$ cat src/rtl/branch_score_unit_pkg.sv
// Shared types and helpers for the branch score unit.
package branch_score_unit_pkg;

  // Helpers do their arithmetic at this fixed width. Callers extend their
  // value on the way in and truncate it on the way out.
  localparam int SAT_W = 64;

  typedef enum logic {IDLE, SWEEP} clr_state_t;
  typedef enum logic {R_IDLE, R_LAT} rd_state_t;

  // The prediction is bit 1 of the predictor state; bit 0 is hysteresis only.
  function automatic logic is_miss(input logic [1:0] predict, input logic outcome);
    return predict[1] != outcome;
  endfunction

  // Adds one to val and holds at 2**width-1 instead of wrapping.
  function automatic logic [SAT_W-1:0] sat_inc(input logic [SAT_W-1:0] val,
                                               input int unsigned width);
    logic [SAT_W-1:0] max_val;
    max_val = (SAT_W'(1) << width) - SAT_W'(1);
    return (val >= max_val) ? val : val + SAT_W'(1);
  endfunction

endpackage

$ cat src/rtl/branch_score_unit_score_table.sv
// Per-branch event/miss counter table. It has one saturating increment port,
// one clear port that zeroes a single entry, and a combinational read port.
module branch_score_unit_score_table
  import branch_score_unit_pkg::*;
#(
  parameter int ID_W  = 2,
  parameter int CNT_W = 32
) (
  input  logic             clk,
  input  logic             reset,
  input  logic             wr_en,
  input  logic [ID_W-1:0]  wr_idx,
  input  logic             wr_miss,
  input  logic             clr_en,
  input  logic [ID_W-1:0]  clr_idx,
  input  logic [ID_W-1:0]  rd_idx,
  output logic [CNT_W-1:0] rd_events,
  output logic [CNT_W-1:0] rd_misses
);

  localparam int DEPTH = 2**ID_W;

  logic [CNT_W-1:0] ev_q [DEPTH];
  logic [CNT_W-1:0] ms_q [DEPTH];

  // Entry update: a clear beats a write to the same entry (the two never
  // coincide while the top blocks events during a sweep).
  always_ff @(posedge clk or negedge reset) begin
    if (!reset) begin
      for (int i = 0; i < DEPTH; i++) begin
        ev_q[i] <= '0;
        ms_q[i] <= '0;
      end
    end else begin
      for (int i = 0; i < DEPTH; i++) begin
        if (clr_en && clr_idx == ID_W'(i)) begin
          ev_q[i] <= '0;
          ms_q[i] <= '0;
        end else if (wr_en && wr_idx == ID_W'(i)) begin
          ev_q[i] <= CNT_W'(sat_inc(SAT_W'(ev_q[i]), CNT_W));
          if (wr_miss) begin
            ms_q[i] <= CNT_W'(sat_inc(SAT_W'(ms_q[i]), CNT_W));
          end
        end
      end
    end
  end

  assign rd_events = ev_q[rd_idx];
  assign rd_misses = ms_q[rd_idx];

endmodule

$ cat src/rtl/branch_score_unit.sv
// Branch score unit: global and per-branch prediction statistics, with a
// sequenced table clear and a two-edge handshaked per-branch readout.
module branch_score_unit
  import branch_score_unit_pkg::*;
#(
  parameter int ID_W  = 2,
  parameter int CNT_W = 32
) (
  input  logic             clk,
  input  logic             reset,
  input  logic             ev_valid,
  input  logic [ID_W-1:0]  ev_branch,
  input  logic [1:0]       ev_predict,
  input  logic             ev_outcome,
  input  logic             clr_req,
  input  logic             rd_req,
  input  logic [ID_W-1:0]  rd_branch,
  output logic             rd_ready,
  output logic             rd_valid,
  output logic [CNT_W-1:0] rd_events,
  output logic [CNT_W-1:0] rd_misses,
  output logic [CNT_W-1:0] tot_events,
  output logic [CNT_W-1:0] tot_misses,
  output logic [CNT_W-1:0] dropped,
  output logic             busy
);

  localparam logic [ID_W-1:0] LAST_IDX = ID_W'(2**ID_W - 1);

  clr_state_t       clr_state, clr_next;
  rd_state_t        rd_state, rd_next;
  logic [ID_W-1:0]  sweep_idx;
  logic [ID_W-1:0]  rd_idx_q;
  logic             ev_miss, ev_accept, ev_drop, sweep_done, rd_accept;
  logic [CNT_W-1:0] tbl_events, tbl_misses;

  assign ev_miss    = is_miss(ev_predict, ev_outcome);
  assign ev_accept  = ev_valid && !busy;
  assign ev_drop    = ev_valid && busy;
  assign sweep_done = (clr_state == SWEEP) && (sweep_idx == LAST_IDX);
  // When idle, clr_req takes priority over a read requested in the same cycle.
  assign rd_accept  = rd_req && rd_ready && !busy && !clr_req;

  // Clear FSM state register.
  always_ff @(posedge clk or negedge reset) begin
    if (!reset) clr_state <= IDLE;
    else        clr_state <= clr_next;
  end

  // Clear FSM next state: one table entry per cycle, then back to idle.
  always_comb begin
    clr_next = clr_state;
    case (clr_state)
      IDLE:    if (clr_req) clr_next = SWEEP;
      SWEEP:   if (sweep_done) clr_next = IDLE;
      default: clr_next = IDLE;
    endcase
  end

  // Clear FSM outputs.
  always_comb begin
    busy = (clr_state == SWEEP);
  end

  // Sweep pointer: starts at 0 and returns to 0 after the last entry.
  always_ff @(posedge clk or negedge reset) begin
    if (!reset)                  sweep_idx <= '0;
    else if (clr_state == SWEEP) sweep_idx <= sweep_idx + ID_W'(1);
  end

  // Global counters. They are zeroed on the last sweep edge. Events that
  // arrive during a sweep are only counted in dropped.
  always_ff @(posedge clk or negedge reset) begin
    if (!reset) begin
      tot_events <= '0;
      tot_misses <= '0;
      dropped    <= '0;
    end else if (sweep_done) begin
      tot_events <= '0;
      tot_misses <= '0;
      dropped    <= '0;
    end else begin
      if (ev_accept) begin
        tot_events <= CNT_W'(sat_inc(SAT_W'(tot_events), CNT_W));
        if (ev_miss) tot_misses <= CNT_W'(sat_inc(SAT_W'(tot_misses), CNT_W));
      end
      if (ev_drop) dropped <= CNT_W'(sat_inc(SAT_W'(dropped), CNT_W));
    end
  end

  branch_score_unit_score_table #(
    .ID_W  (ID_W),
    .CNT_W (CNT_W)
  ) u_table (
    .clk       (clk),
    .reset     (reset),
    .wr_en     (ev_accept),
    .wr_idx    (ev_branch),
    .wr_miss   (ev_miss),
    .clr_en    (busy),
    .clr_idx   (sweep_idx),
    .rd_idx    (rd_idx_q),
    .rd_events (tbl_events),
    .rd_misses (tbl_misses)
  );

  // Readout FSM state register.
  always_ff @(posedge clk or negedge reset) begin
    if (!reset) rd_state <= R_IDLE;
    else        rd_state <= rd_next;
  end

  // Readout FSM next state: always exactly one cycle in R_LAT.
  always_comb begin
    rd_next = rd_state;
    case (rd_state)
      R_IDLE:  if (rd_accept) rd_next = R_LAT;
      R_LAT:   rd_next = R_IDLE;
      default: rd_next = R_IDLE;
    endcase
  end

  // Readout FSM outputs.
  always_comb begin
    rd_ready = (rd_state == R_IDLE);
  end

  // Readout datapath. The entry is sampled on the R_LAT edge, so it includes
  // an event written on the request edge but not one written on this edge.
  always_ff @(posedge clk or negedge reset) begin
    if (!reset) begin
      rd_idx_q  <= '0;
      rd_valid  <= 1'b0;
      rd_events <= '0;
      rd_misses <= '0;
    end else begin
      if (rd_accept) rd_idx_q <= rd_branch;
      rd_valid <= (rd_state == R_LAT);
      if (rd_state == R_LAT) begin
        rd_events <= tbl_events;
        rd_misses <= tbl_misses;
      end
    end
  end

endmodule

$ cat config.mk
export PLATFORM = sky130hd
export DESIGN_NAME = branch_score_unit
export DESIGN_NICKNAME = d
export VERILOG_FILES = /design/src/rtl/branch_score_unit_pkg.sv /design/src/rtl/branch_score_unit_score_table.sv /design/src/rtl/branch_score_unit.sv
export SDC_FILE = /design/constraint.sdc
export NUM_CORES = 1
export LEC_CHECK = 0
export BUFFER_PORTS_ARGS = -buffer_cell sky130_fd_sc_hd__buf_2
export CAP_MARGIN = 25
export CORE_MARGIN = 1.5
export CORE_UTILIZATION = 43
export DETAILED_ROUTE_END_ITERATION = 6
export PLACE_DENSITY = 0.58
export SYNTH_ARGS = -nofsm -noshare
export SYNTH_HDL_FRONTEND = slang
export SYNTH_SLANG_ARGS = --single-unit
$ cat constraint.sdc
create_clock -name clk -period 7.2 [get_ports clk]
set_input_delay 1.08 -clock clk [delete_from_list [all_inputs] [get_ports clk]]
set_output_delay 1.08 -clock clk [all_outputs]
set_load 0.02 [all_outputs]
; ---- Word level (Yosys, flattened, before mapping)
; Index checks and enable logic that the tools add are counted.
[word_totals]
reg_bits = 423
output_inout_bits = 163
[classes]
add_sub_neg = 12
order_cmp = 12
n_eq_ne = 18
mux = 49
n_bitwise = 3
n_reduce_logical = 38
[op_table]
columns = operator, count
row1 = 32-bit two-way mux, 42
row2 = "32-bit by 1-bit adder with 32-bit output, second input constant", 11
row3 = "32-bit >= comparator, second input constant", 11
row4 = 32-bit binary-select mux with 2-bit select, 2
row5 = 2-bit nonzero test, 10
row6 = 3-bit AND reduction, 5
row7 = 1-bit logical AND, 13
row8 = "2-bit by 1-bit inequality test with 1-bit output, second input constant", 6
row9 = 2-bit AND reduction, 6
row10 = "2-bit inequality test, second input constant", 5
row11 = "2-bit equality test, second input constant", 4
row12 = "2-bit by 1-bit equality test with 1-bit output, second input constant", 2
row13 = 2-bit logical NOT, 2
row14 = 1-bit case mux with 2 select lines, 2
row15 = "3-bit >= comparator, second input constant", 1
row16 = 1-bit two-way mux, 3
row17 = 2-bit NOT with 3-bit output, 1
row18 = "2-bit by 1-bit adder with 2-bit output, second input constant", 1
row19 = 1-bit logical NOT, 2
row20 = 1-bit NOT, 2
row21 = 1-bit inequality test, 1

; ---- Depth between registers and ports, before layout
; Gate-level depths: netlist of run 1.
[depth]
depth_word = 6
ltp_mapped = 10
depth_no_buf = 8

; ---- Hierarchy
; Synthesis of run 1 repeated with hierarchy kept, for this count alone.
[unflattened]
cells_unflattened = 2541
hier_area_um2 = 24309.6
[by_module_without_submodules]
columns = mod, n_inst, cells_each, area_each_um2
row1 = branch_score_unit_score_table, 1, 1766, 16196.8
row2 = branch_score_unit, 1, 775, 8112.8

; ---- Worst setup path before layout of run 1
; Ideal clock, no wire load.
[synth_path]
kind = in2reg
start = in ev_branch[0]
end = reg u_table.ms_q[62] in the netlist's numbering
setup_time_ns = 0.078
t_arrival_ns = 2.709
t_required_ns = 7.122
setup_slack_ns = 4.413
path_stages = 8
cell_sequence = and4bb_2 > buf_4 > nand2_2 > nor2_1 > or4b_1 > clkbuf_1 > or3_1 > a21oi_1
[synth_via]
elab_chain_len = 4
[synth_lines]
columns = element, line_no
row1 = start: declaration, branch_score_unit.sv:12  ; input logic [ID_W-1:0] ev_branch,
row2 = 2-bit equality test, branch_score_unit_score_table.sv:39  ; end else if (wr_en && wr_idx == ID_W'(i)) begin
row3 = 1-bit logical AND, branch_score_unit_score_table.sv:39
row4 = 2-bit nonzero test (no source line), -
row5 = 3-bit AND reduction (no source line), -
row6 = end signal: indexed assignment, branch_score_unit_score_table.sv:42  ; ms_q[i] <= CNT_W'(sat_inc(SAT_W'(ms_q[i]), CNT_W));
row7 = end: declaration, branch_score_unit_score_table.sv:24  ; logic [CNT_W-1:0] ms_q [DEPTH];
; Every way passes these cells.
; A chain may end at the register's enable or synchronous reset.

; ---- Worst setup path after layout of run 1
[layout_path]
start = in ev_valid
end = reg u_table.ms_q[91] in the netlist's numbering
[layout_via]
elab_chain_len = 4
[layout_lines]
columns = element, line_no
row1 = start: declaration, branch_score_unit.sv:11  ; input logic ev_valid,
row2 = 1-bit logical AND, branch_score_unit.sv:38  ; assign ev_accept = ev_valid && !busy;
row3 = 1-bit logical AND, branch_score_unit_score_table.sv:39
row4 = 2-bit nonzero test (no source line), -
row5 = 3-bit AND reduction (no source line), -
; Every way passes these cells.

==> impl_results.md, run 1 <==
- Clock network fraction of total power: 0.409
- P&R area growth vs syn: 14.4%
- Die area: 0.0546 sq mm
- H-tree depth: 2
- Port bufs: between 150 and 200
- Chip width: about 230 microns
- GPL Wtd Cong: just over 0.9
- Critical Path Sink Type: flip-flop
- Final hold violation count: 0
- TritonCTS clock tree: done
- R2R setup slack: 4.03 ns
- Cells after Synth: approximately 2300
- DRC: 0
- Startpoint class of the critical path: input port
- First-pass DRT Iterations: 5
- Synth Net Count: around 2300
- Sequential Power Share: 0.402
- Pint: 0.00451 W
- Syn avg cell area: approximately 9.9 sq um
- VDD IR max: approximately 0.00021 V
- Row cnt: 84
- Max frequency: slightly above 300 MHz
- Hold Path Class: input port to async pin
- CP max stage cell: and4bb_2
- Logic gate share of total power: 0.189
- Final setup TNS: 0 ns
- Final Max Tran Viols: 0
- DR vias: approximately 19000
- Clk_lat worst skew: roughly 0.6 ns
- Routed wire length per instance: 20.1 microns
- Post-synth EDFFs: 0
- Core ar.: 0.0526 sq mm
- Required @ worst endpoint: between 7 and 8 ns
- Pre-CTS worst setup slack: roughly 3.4 ns
- Buf/Inv on CP: 1
- Post-synth cell types: slightly below 80
- Via density: 5.91
- First-pass GRT wire length: between 100000 and 150000 microns
- Initial Util: 0.436
- Initial antenna violation count: 5
- CP max stage delay: ~0.53 ns
- Crit-path max FO: 14
- Layout cell share with drive strength beyond 1: 0.183
- Iteration-0 DRC Markers: about 1500
- Post-CTS Hold Buffers: 0
- YS warnings: 0
- Largest net degree at the start of global routing: between 150 and 200
- Nets@finish: 2491
- Switching Fraction: 0.316
- Worst Max-Slew Pin Slew: around 1.1 ns
- Root buffer cell: clkbuf_16
- Die Y: about 230 microns
- Vias in the first global route: 17800
- Commonest non-fill, non-tap cell in the layout: dfrtp_1
- Routed Antenna Nets: 0
- Setup Buffers After CTS: 0
- Net Switching: 0.00209 W
- Levels on crit path: 7
- Ys flop type: dfrtp_1
- Crit-path cells: buf_2 -> and4bb_2 -> nand3_1 -> nand3b_1 -> nor3_1 -> a21oi_1 -> a31o_2
- Clk slew on worst S/H paths: about 0.06 ns
- DPL Wire Length: between 40000 and 50000 microns
- Final worst path period need: 3.27 ns
- N_diodes: 0
- Status: completed
- Max-Slew Margin vs Limit: 0.274
- Synth Cell Area: approximately 0.023 sq mm
- Total wire length: ~64000 microns
- Register area share after synthesis: 0.462
- GRT overflow: 0
- Final clock skew: about 0.027 ns
- Lkg Pwr: 11.5 nW
- RSZ-0062 raised after global routing: no
- Num Clock Sinks: ~420
- Tcrit/Tclk final: 0.454
- Fill cells: a little under 5000
- Synth Register Bits: 423
- Max Buffers Root-to-Sink: 3
- Boundary pin count: around 180
- P per Cell Area: 252 mW/mm^2
- Setup-failing EPs final: 0
- Async SR Flop Fraction: 1.00
- CP top delay family: simple AND/OR/NAND/NOR gates
- GRT Resource Usage Total: 0.236
- Post-cts gate resize count: 0
- CP arrival: 3.76 ns
- Worst setup margin: 3.93 ns
- Most frequent cells in the layout: dfrtp_1 (420), nor2_1 (253), nand2_1 (203)
- R2R depth: 6
- WS Path Type: input port to flip-flop
- TritonCTS buffer count: approximately 50
- Number of max-cap violations: 0
[path summary, 6_finish.rpt]
| path | from | to |
|---|---|---|
| setup / recovery | ev_valid | u_table.ms_q[91]$_DFFE_PN0P_ |
| hold / removal | reset | tot_misses[14]$_DFFE_PN0P_ |
| setup reg to reg | busy$_DFF_PN0_ | tot_misses[15]$_DFFE_PN0P_ |
| hold reg to reg | rd_misses[26]$_DFFE_PN0P_ | rd_misses[26]$_DFFE_PN0P_ |
| max in group asynchronous | reset | rd_idx_q[0]$_DFFE_PN0N_ |
| min in group clk | rd_misses[26]$_DFFE_PN0P_ | rd_misses[26]$_DFFE_PN0P_ |
[routing by layer]
metal,part of all wire,GRT usage
met3,0.084,0.0658
met2,0.45,0.357
met5,0.00092,0
met4,0.023,0.0655
met1,0.45,0.333
[power by group through the flow]
stage | clock network (W) | logic [W] | registers [W]
after detailed placement | 0 | 0.00126 | 0.00270
after CTS | 0.00276 | 0.00126 | 0.00266
after global placement | 0 | 0.00125 | 0.00269
final | 0.00270 | 0.00125 | 0.00265
after global routing | 0.00285 | 0.00137 | 0.00268
after floorplan | 0 | 0.000861 | 0.00265
[synthesized netlist by cell type, types with 32 or more instances]
cell | count | area, sq um
nor3_1 | 79 | 395
nand4_1 | 112 | 701
xnor2_1 | 80 | 701
a31oi_1 | 38 | 238
clkbuf_1 | 81 | 304
nand2_1 | 203 | 762
inv_1 | 32 | 120
mux4_2 | 64 | 1440
nand3_1 | 165 | 826
a21oi_1 | 77 | 385
dfrtp_1 | 423 | 10600
and3_1 | 79 | 494
nor2_1 | 253 | 950
and4_1 | 34 | 298
xor2_1 | 103 | 902
or3_1 | 43 | 269
o21ai_0 | 124 | 621
mux2_2 | 67 | 754
[metrics by stage]
step | cells | area, sq um | hold slack, ns | utilization | power [W]
final | 3193 | 26200 | 0.486 | 0.499 | 0.00660
after global routing | 3193 | 26200 | 0.517 | 0.499 | 0.00690
after CTS | 3191 | 26200 | 0.501 | 0.498 | 0.00667
after detailed placement | 3099 | 24400 | 0.489 | 0.465 | 0.00395
after global placement | 3099 | 24400 | 0.484 | 0.465 | 0.00394
after floorplan | 2319 | 22900 | 0.392 | - | 0.00352
[logic make-up after synthesis]
kind of cell / share of synthesized area
multiplexers: 0.106
XOR/XNOR: 0.0700
AO/OA/AOI/OAI: 0.0829
buffers and inverters: 0.0239
adder cells (fa/ha/maj): 0.00820
flip-flops: 0.462
AND/OR/NAND/NOR: 0.247
[cell type report]
cell class / instances / area, sq um / share of cell area
tap: 688 / 861 / 0.0329
sequential: 423 / 10600 / 0.404
clock buffer: 67 / 1430 / 0.0544
inverter: 32 / 120 / 0.00458
clock inverter: 25 / 322 / 0.0123
multi-input combinational: 1760 / 11800 / 0.449
timing repair buffer: 198 / 1110 / 0.0422
[state kept, by name, summed over array words and instances, names as in the netlist]
register,count
tot_events,32
rd_events,32
tot_misses,32
rd_state,1
rd_valid,1
rd_misses,32
rd_idx_q,2
u_table.ms_q,128
u_table.ev_q,128
dropped,32
busy,1
sweep_idx,2
Note: power is estimated with default switching activity, not from simulation.
==> run 2, diff against run 1 <==
clock period = 3.25 ns   (was 7.2 ns; I/O delays follow)
==> run 2 against run 1 <==
Hold slack worse by 0.34 ns. Wire length up 0.66%. Sequential share of layout area down 0.37 points. Cell area up 0.92%. Clock-buffer cell count up 7. Critical path depth down 2. Total power up 120%. Register-to-register slack worse by 3.5 ns. Via count up 0.57%. Combinational power up 120%. Clock power up 110%.
==> impl_results.md, run 2 (synthesis results as in run 1) <==
- Initial antenna violation count: 5
- GRT overflow: 0
- H-tree depth: 2
- First-pass DRT Iterations: 5
- CP arrival: between 3 and 4 ns
- Final Max Tran Viols: 0
- Routed Antenna Nets: 0
- Final worst path period need: roughly 2.7 ns
- Clk slew on worst S/H paths: 0.06 ns
- Root buffer cell: clkbuf_16
- DPL Wire Length: 46400 microns
- WS Path Type: flip-flop to flip-flop
- Final clock skew: just under 0.03 ns
- DRC: 0
- Routed wire length per instance: 20.1 microns
- Layout cell share with drive strength beyond 1: 0.191
- Initial Util: 0.436
- R2R setup slack: approximately 0.56 ns
- Worst Max-Slew Pin Slew: approximately 0.95 ns
- Setup-failing EPs final: 0
- Final setup TNS: 0 ns
- TritonCTS buffer count: 49
- Num Clock Sinks: around 420
- Row cnt: 84
- P&R area growth vs syn: 15.5%
- Die Y: between 200 and 250 microns
- GRT Resource Usage Total: 0.239
- Total wire length: ~65000 microns
- Boundary pin count: 175
- Most frequent cells in the layout: dfrtp_1 (420), nor2_1 (253), nand2_1 (203)
- VDD IR max: approximately 0.00045 V
- Iteration-0 DRC Markers: 1532
- Lkg Pwr: 11.7 nW
- Top flop regs: u_table.ev_q x128, u_table.ms_q x128
- Startpoint class of the critical path: flip-flop
- Number of max-cap violations: 0
- Commonest non-fill, non-tap cell in the layout: dfrtp_1
- Chip width: about 230 microns
- Setup Buffers After CTS: 0
- GPL Wtd Cong: a little over 0.9
- RSZ-0062 raised after global routing: no
- TritonCTS clock tree: done
- Required @ worst endpoint: 3.75 ns
- Critical Path Sink Type: flip-flop
- Hold Path Class: input port to flip-flop
- Core ar.: ~0.053 sq mm
- DR vias: between 15000 and 20000
- Crit-path max FO: 13
- Nets@finish: 2526
- First-pass GRT wire length: 103000 microns
- Post-cts gate resize count: 0
- Post-Place Cell Area: ~0.025 sq mm
- Final hold violation count: 0
- Status: completed
- Max Buffers Root-to-Sink: 3
- P per Cell Area: 547 mW/mm^2
- Finished Cell Area: about 0.026 sq mm
- Via density: 5.88
- Clk_lat worst skew: approximately 0.6 ns
- Tcrit/Tclk final: 0.827
- Max-Slew Margin vs Limit: 0.369
- Port bufs: about 170
- Die area: 0.0546 sq mm
- Vias in the first global route: approximately 18000
- Largest net degree at the start of global routing: roughly 90
- Max frequency: roughly 370 MHz
==> run 2: what timing repair did <==
| action | CTS | global route |
|---|---|---|
| hold buffers | 1 | 0 |
| endpoints found under the setup margin | 0 | 0 |
| hold endpoints to repair | 80 | 0 |
==> run 2: through the flow <==
step	util	power (W)	std cells	hold slack (ns)	worst slack, ns
floorplan	-	0.00779	2319	0.192	0.816
global placement	0.471	0.00879	3134	0.485	0.561
detailed placement	0.471	0.00885	3134	0.489	0.511
CTS	0.503	0.0146	3220	0.121	0.573
global route	0.503	0.0151	3221	0.144	0.332
finish	0.503	0.0145	3224	0.143	0.563
==> run 2: power breakdown <==
group | internal (W) | switching [W]
logic | 0.000940 | 0.00183
registers | 0.00549 | 0.000470
clock network | 0.00346 | 0.00227
==> run 2: final cells by class <==
| cell class | count | area, sq um |
|---|---|---|
| Antenna cell | 3 | 7.51 |
| Clock buffer | 74 | 1490 |
| Clock inverter | 11 | 169 |
| Fill cell | 4865 | 26100 |
| Inverter | 32 | 120 |
| Multi-Input combinational cell | 1760 | 11800 |
| Sequential cell | 423 | 10600 |
| Tap cell | 688 | 861 |
| Timing Repair Buffer | 233 | 1430 |
==> run 2: worst paths after layout <==
check,to,from,depth (start not counted)
max,u_table.ev_q[88]$_DFFE_PN0P_,busy$_DFF_PN0_,5
min,rd_idx_q[1]$_DFFE_PN0N_,rd_branch[1],2
max reg2reg,u_table.ev_q[88]$_DFFE_PN0P_,busy$_DFF_PN0_,5
min reg2reg,rd_misses[2]$_DFFE_PN0P_,rd_misses[2]$_DFFE_PN0P_,1
max in group asynchronous,u_table.ev_q[110]$_DFFE_PN0P_,reset,3
min in group asynchronous,tot_misses[8]$_DFFE_PN0P_,reset,2
==> run 2: worst max-delay path, cell delays in order, from the launching register on <==
cell	delay (ns)
dfrtp_1	0.49
and4bb_2	0.60
nand4_1	0.23
or4_1	0.72
or3_1	0.38
a21oi_1	0.17
==> run 2: metal layers <==
layer,global-route usage,part of all wire,vias up
met5,0,0.00048,-
li1,-,-,8862
met3,0.0441,0.072,84
met2,0.369,0.46,539
met4,0.0595,0.018,4
met1,0.348,0.45,9483
==> run 3, diff against run 2 <==
clock period = 2.7 ns   (was 3.25 ns; I/O delays follow)
==> run 3 against run 2 <==
Utilization rose by 0.47 points. Via count rose by 1.5%. Combinational power rose by 30%. Maximum frequency rose by 6.7%. Clock power rose by 19%. Sequential power rose by 19%. Global-route usage rose by 0.31 points. Hold slack got worse by 0.076 ns. Sequential share of layout area fell by 0.37 points. Wire length rose by 1.3%. Cell count rose by 0.96%. Critical path depth did not move. Critical path type unchanged. Critical endpoint is now u_table.ev_q[86]$_DFFE_PN0P_. Largest cell class unchanged.
==> impl_results.md, run 3 (synthesis results as in run 1) <==
- DR vias: 19300
- Final worst path period need: around 2.5 ns
- Commonest non-fill, non-tap cell in the layout: dfrtp_1
- Die Y: 234 microns
- Largest net degree at the start of global routing: 94
- Status: completed
- RSZ-0062 raised after global routing: no
- CP max stage delay: roughly 0.74 ns
- GRT overflow: 0
- H-tree depth: 2
- Startpoint class of the critical path: flip-flop
- Initial Util: 0.436
- Initial antenna violation count: 4
- Met2 routed WL: approximately 29000 microns
- P&R area growth vs syn: 16.6%
- Routed wire length per instance: between 20 and 25 microns
- Worst setup margin: 0.183 ns
- Final setup TNS: 0 ns
- Final Max Tran Viols: 0
- Iteration-0 DRC Markers: 1361
- CP arrival: ~3.1 ns
- Crit-path max FO: 13
- CP max stage cell: or4_1
- Layout cell share with drive strength beyond 1: 0.203
- Tcrit/Tclk final: 0.932
- VDD IR max: between 0.0004 and 0.0005 V
- P per Cell Area: 657 mW/mm^2
- Critical Path Sink Type: flip-flop
- Top layer reached by signal wires: met5
- TritonCTS buffer count: 51
- Endpoint of the worst register-to-register path: u_table.ev_q[86]$_DFFE_PN0P_
- Top flop regs: u_table.ev_q x128, u_table.ms_q x128
- Max frequency: about 400 MHz
- Crit-path cells: and4bb_2 -> nand4_1 -> or4_1 -> or3_1 -> a21oi_1
- FF-to-FF Start: busy$_DFF_PN0_
- GPL Wtd Cong: roughly 0.9
- Row cnt: 84
- Root buffer cell: clkbuf_16
- GRT Resource Usage Total: 0.242
- Routed Antenna Nets: 0
- Min-delay src: clr_req
- Worst Max-Slew Pin Slew: approximately 0.86 ns
- Clk_lat worst skew: about 0.61 ns
- Required @ worst endpoint: approximately 3.2 ns
- TritonCTS clock tree: done
- Setup-failing EPs final: 0
- Buf/Inv on CP: 0
- CP top delay family: simple AND/OR/NAND/NOR gates
- R2R setup slack: between 0.15 and 0.2 ns
- DPL Wire Length: 47200 microns
- DRC: 0
- Vias in the first global route: roughly 18000
- Number of max-cap violations: 0
- Final clock skew: roughly 0.028 ns
- Core ar.: around 0.053 sq mm
- Boundary pin count: 175
- N_diodes: 0
- Pre-CTS worst setup slack: around 0.065 ns
- Nets@finish: around 2600
- Port bufs: 173
- First-pass DRT Iterations: 5
- WHS Path Cells: 2
- Max-Slew Margin vs Limit: 0.425
- Max Buffers Root-to-Sink: 3
- Chip width: roughly 230 microns
- Sequential Power Share: 0.404
- WS Path Type: flip-flop to flip-flop
- Die area: around 0.055 sq mm
- Clk slew on worst S/H paths: 0.06 ns
- Via density: 5.92
- R2R depth: 5
- First-pass GRT wire length: about 100000 microns
- Levels on crit path: 5
- Lkg Pwr: 11.9 nW
- Final hold violation count: 0
- Num Clock Sinks: between 400 and 500
- Total wire length: 65600 microns
- Most frequent cells in the layout: dfrtp_1 (420), nor2_1 (252), nand2_1 (203)
- Hold Path Sink: busy$_DFF_PN0_
- Net Switching: around 0.0056 W
- Routed wl met3: 5000 microns
- Logic gate share of total power: 0.206
- Hold Path Class: input port to flip-flop
- Clock network fraction of total power: 0.390
- Switching Fraction: 0.321
- Pint: roughly 0.012 W
- Metal-1 WL: between 20000 and 30000 microns
run 3: routing by layer:
metal / vias up / track usage
met5: - / 0
met4: 8 / 0.0751
met2: 593 / 0.364
met1: 9608 / 0.346
li1: 8934 / -
met3: 119 / 0.0578
run 3: power groups by stage:
stage	registers, W	logic, W	clock network, W
finish	0.00709	0.00361	0.00684
global route	0.00714	0.00393	0.00724
CTS	0.00709	0.00364	0.00699
detailed placement	0.00720	0.00363	0
global placement	0.00718	0.00357	0
floorplan	0.00708	0.00230	0
run 3: how the worst max path moves through the flow:
stage | from | endpoint
detailed placement | busy$_DFF_PN0_ | tot_misses[20]$_DFFE_PN0P_
CTS | busy$_DFF_PN0_ | tot_misses[20]$_DFFE_PN0P_
finish | busy$_DFF_PN0_ | u_table.ev_q[86]$_DFFE_PN0P_
floorplan | dropped[0]$_DFFE_PN0P_ | dropped[18]$_DFFE_PN0P_
global route | busy$_DFF_PN0_ | tot_misses[20]$_DFFE_PN0P_
global placement | ev_valid | u_table.ev_q[31]$_DFFE_PN0P_
run 3: area by class of cell:
cell class | instances | area [sq um]
Clock inverter | 18 | 149
Multi-Input combinational cell | 1760 | 11800
Sequential cell | 423 | 10600
Tap cell | 688 | 861
Fill cell | 4866 | 25900
Inverter | 32 | 120
Clock buffer | 72 | 1510
Timing Repair Buffer | 262 | 1670
run 3: repair_timing:
action | CTS | global route
gates resized for setup | 0 | 4
setup buffers | 0 | 0
setup endpoints to repair | 0 | 5
hold buffers | 1 | 0
hold endpoints to repair | 38 | 0
run 3: metrics by stage:
stage	hold slack [ns]	total power, W	util	area, sq um	std cells
4_1_cts	0.0345	0.0177	0.508	26700	3255
6_report	0.0671	0.0175	0.508	26700	3255
3_5_place_dp	0.333	0.0108	0.476	25000	3164
2_1_floorplan	0.109	0.00938	-	22900	2319
3_3_place_gp	0.334	0.0107	0.476	25000	3163
5_1_grt	0.0523	0.0183	0.508	26700	3255
run 3: worst register-to-register path, stage by stage, from the launching register on:
cell and delay, ns:
dfrtp_1 0.50, and4bb_2 0.50, nand4_1 0.20, or4_1 0.74
or3_1 0.37, a21oi_1 0.14
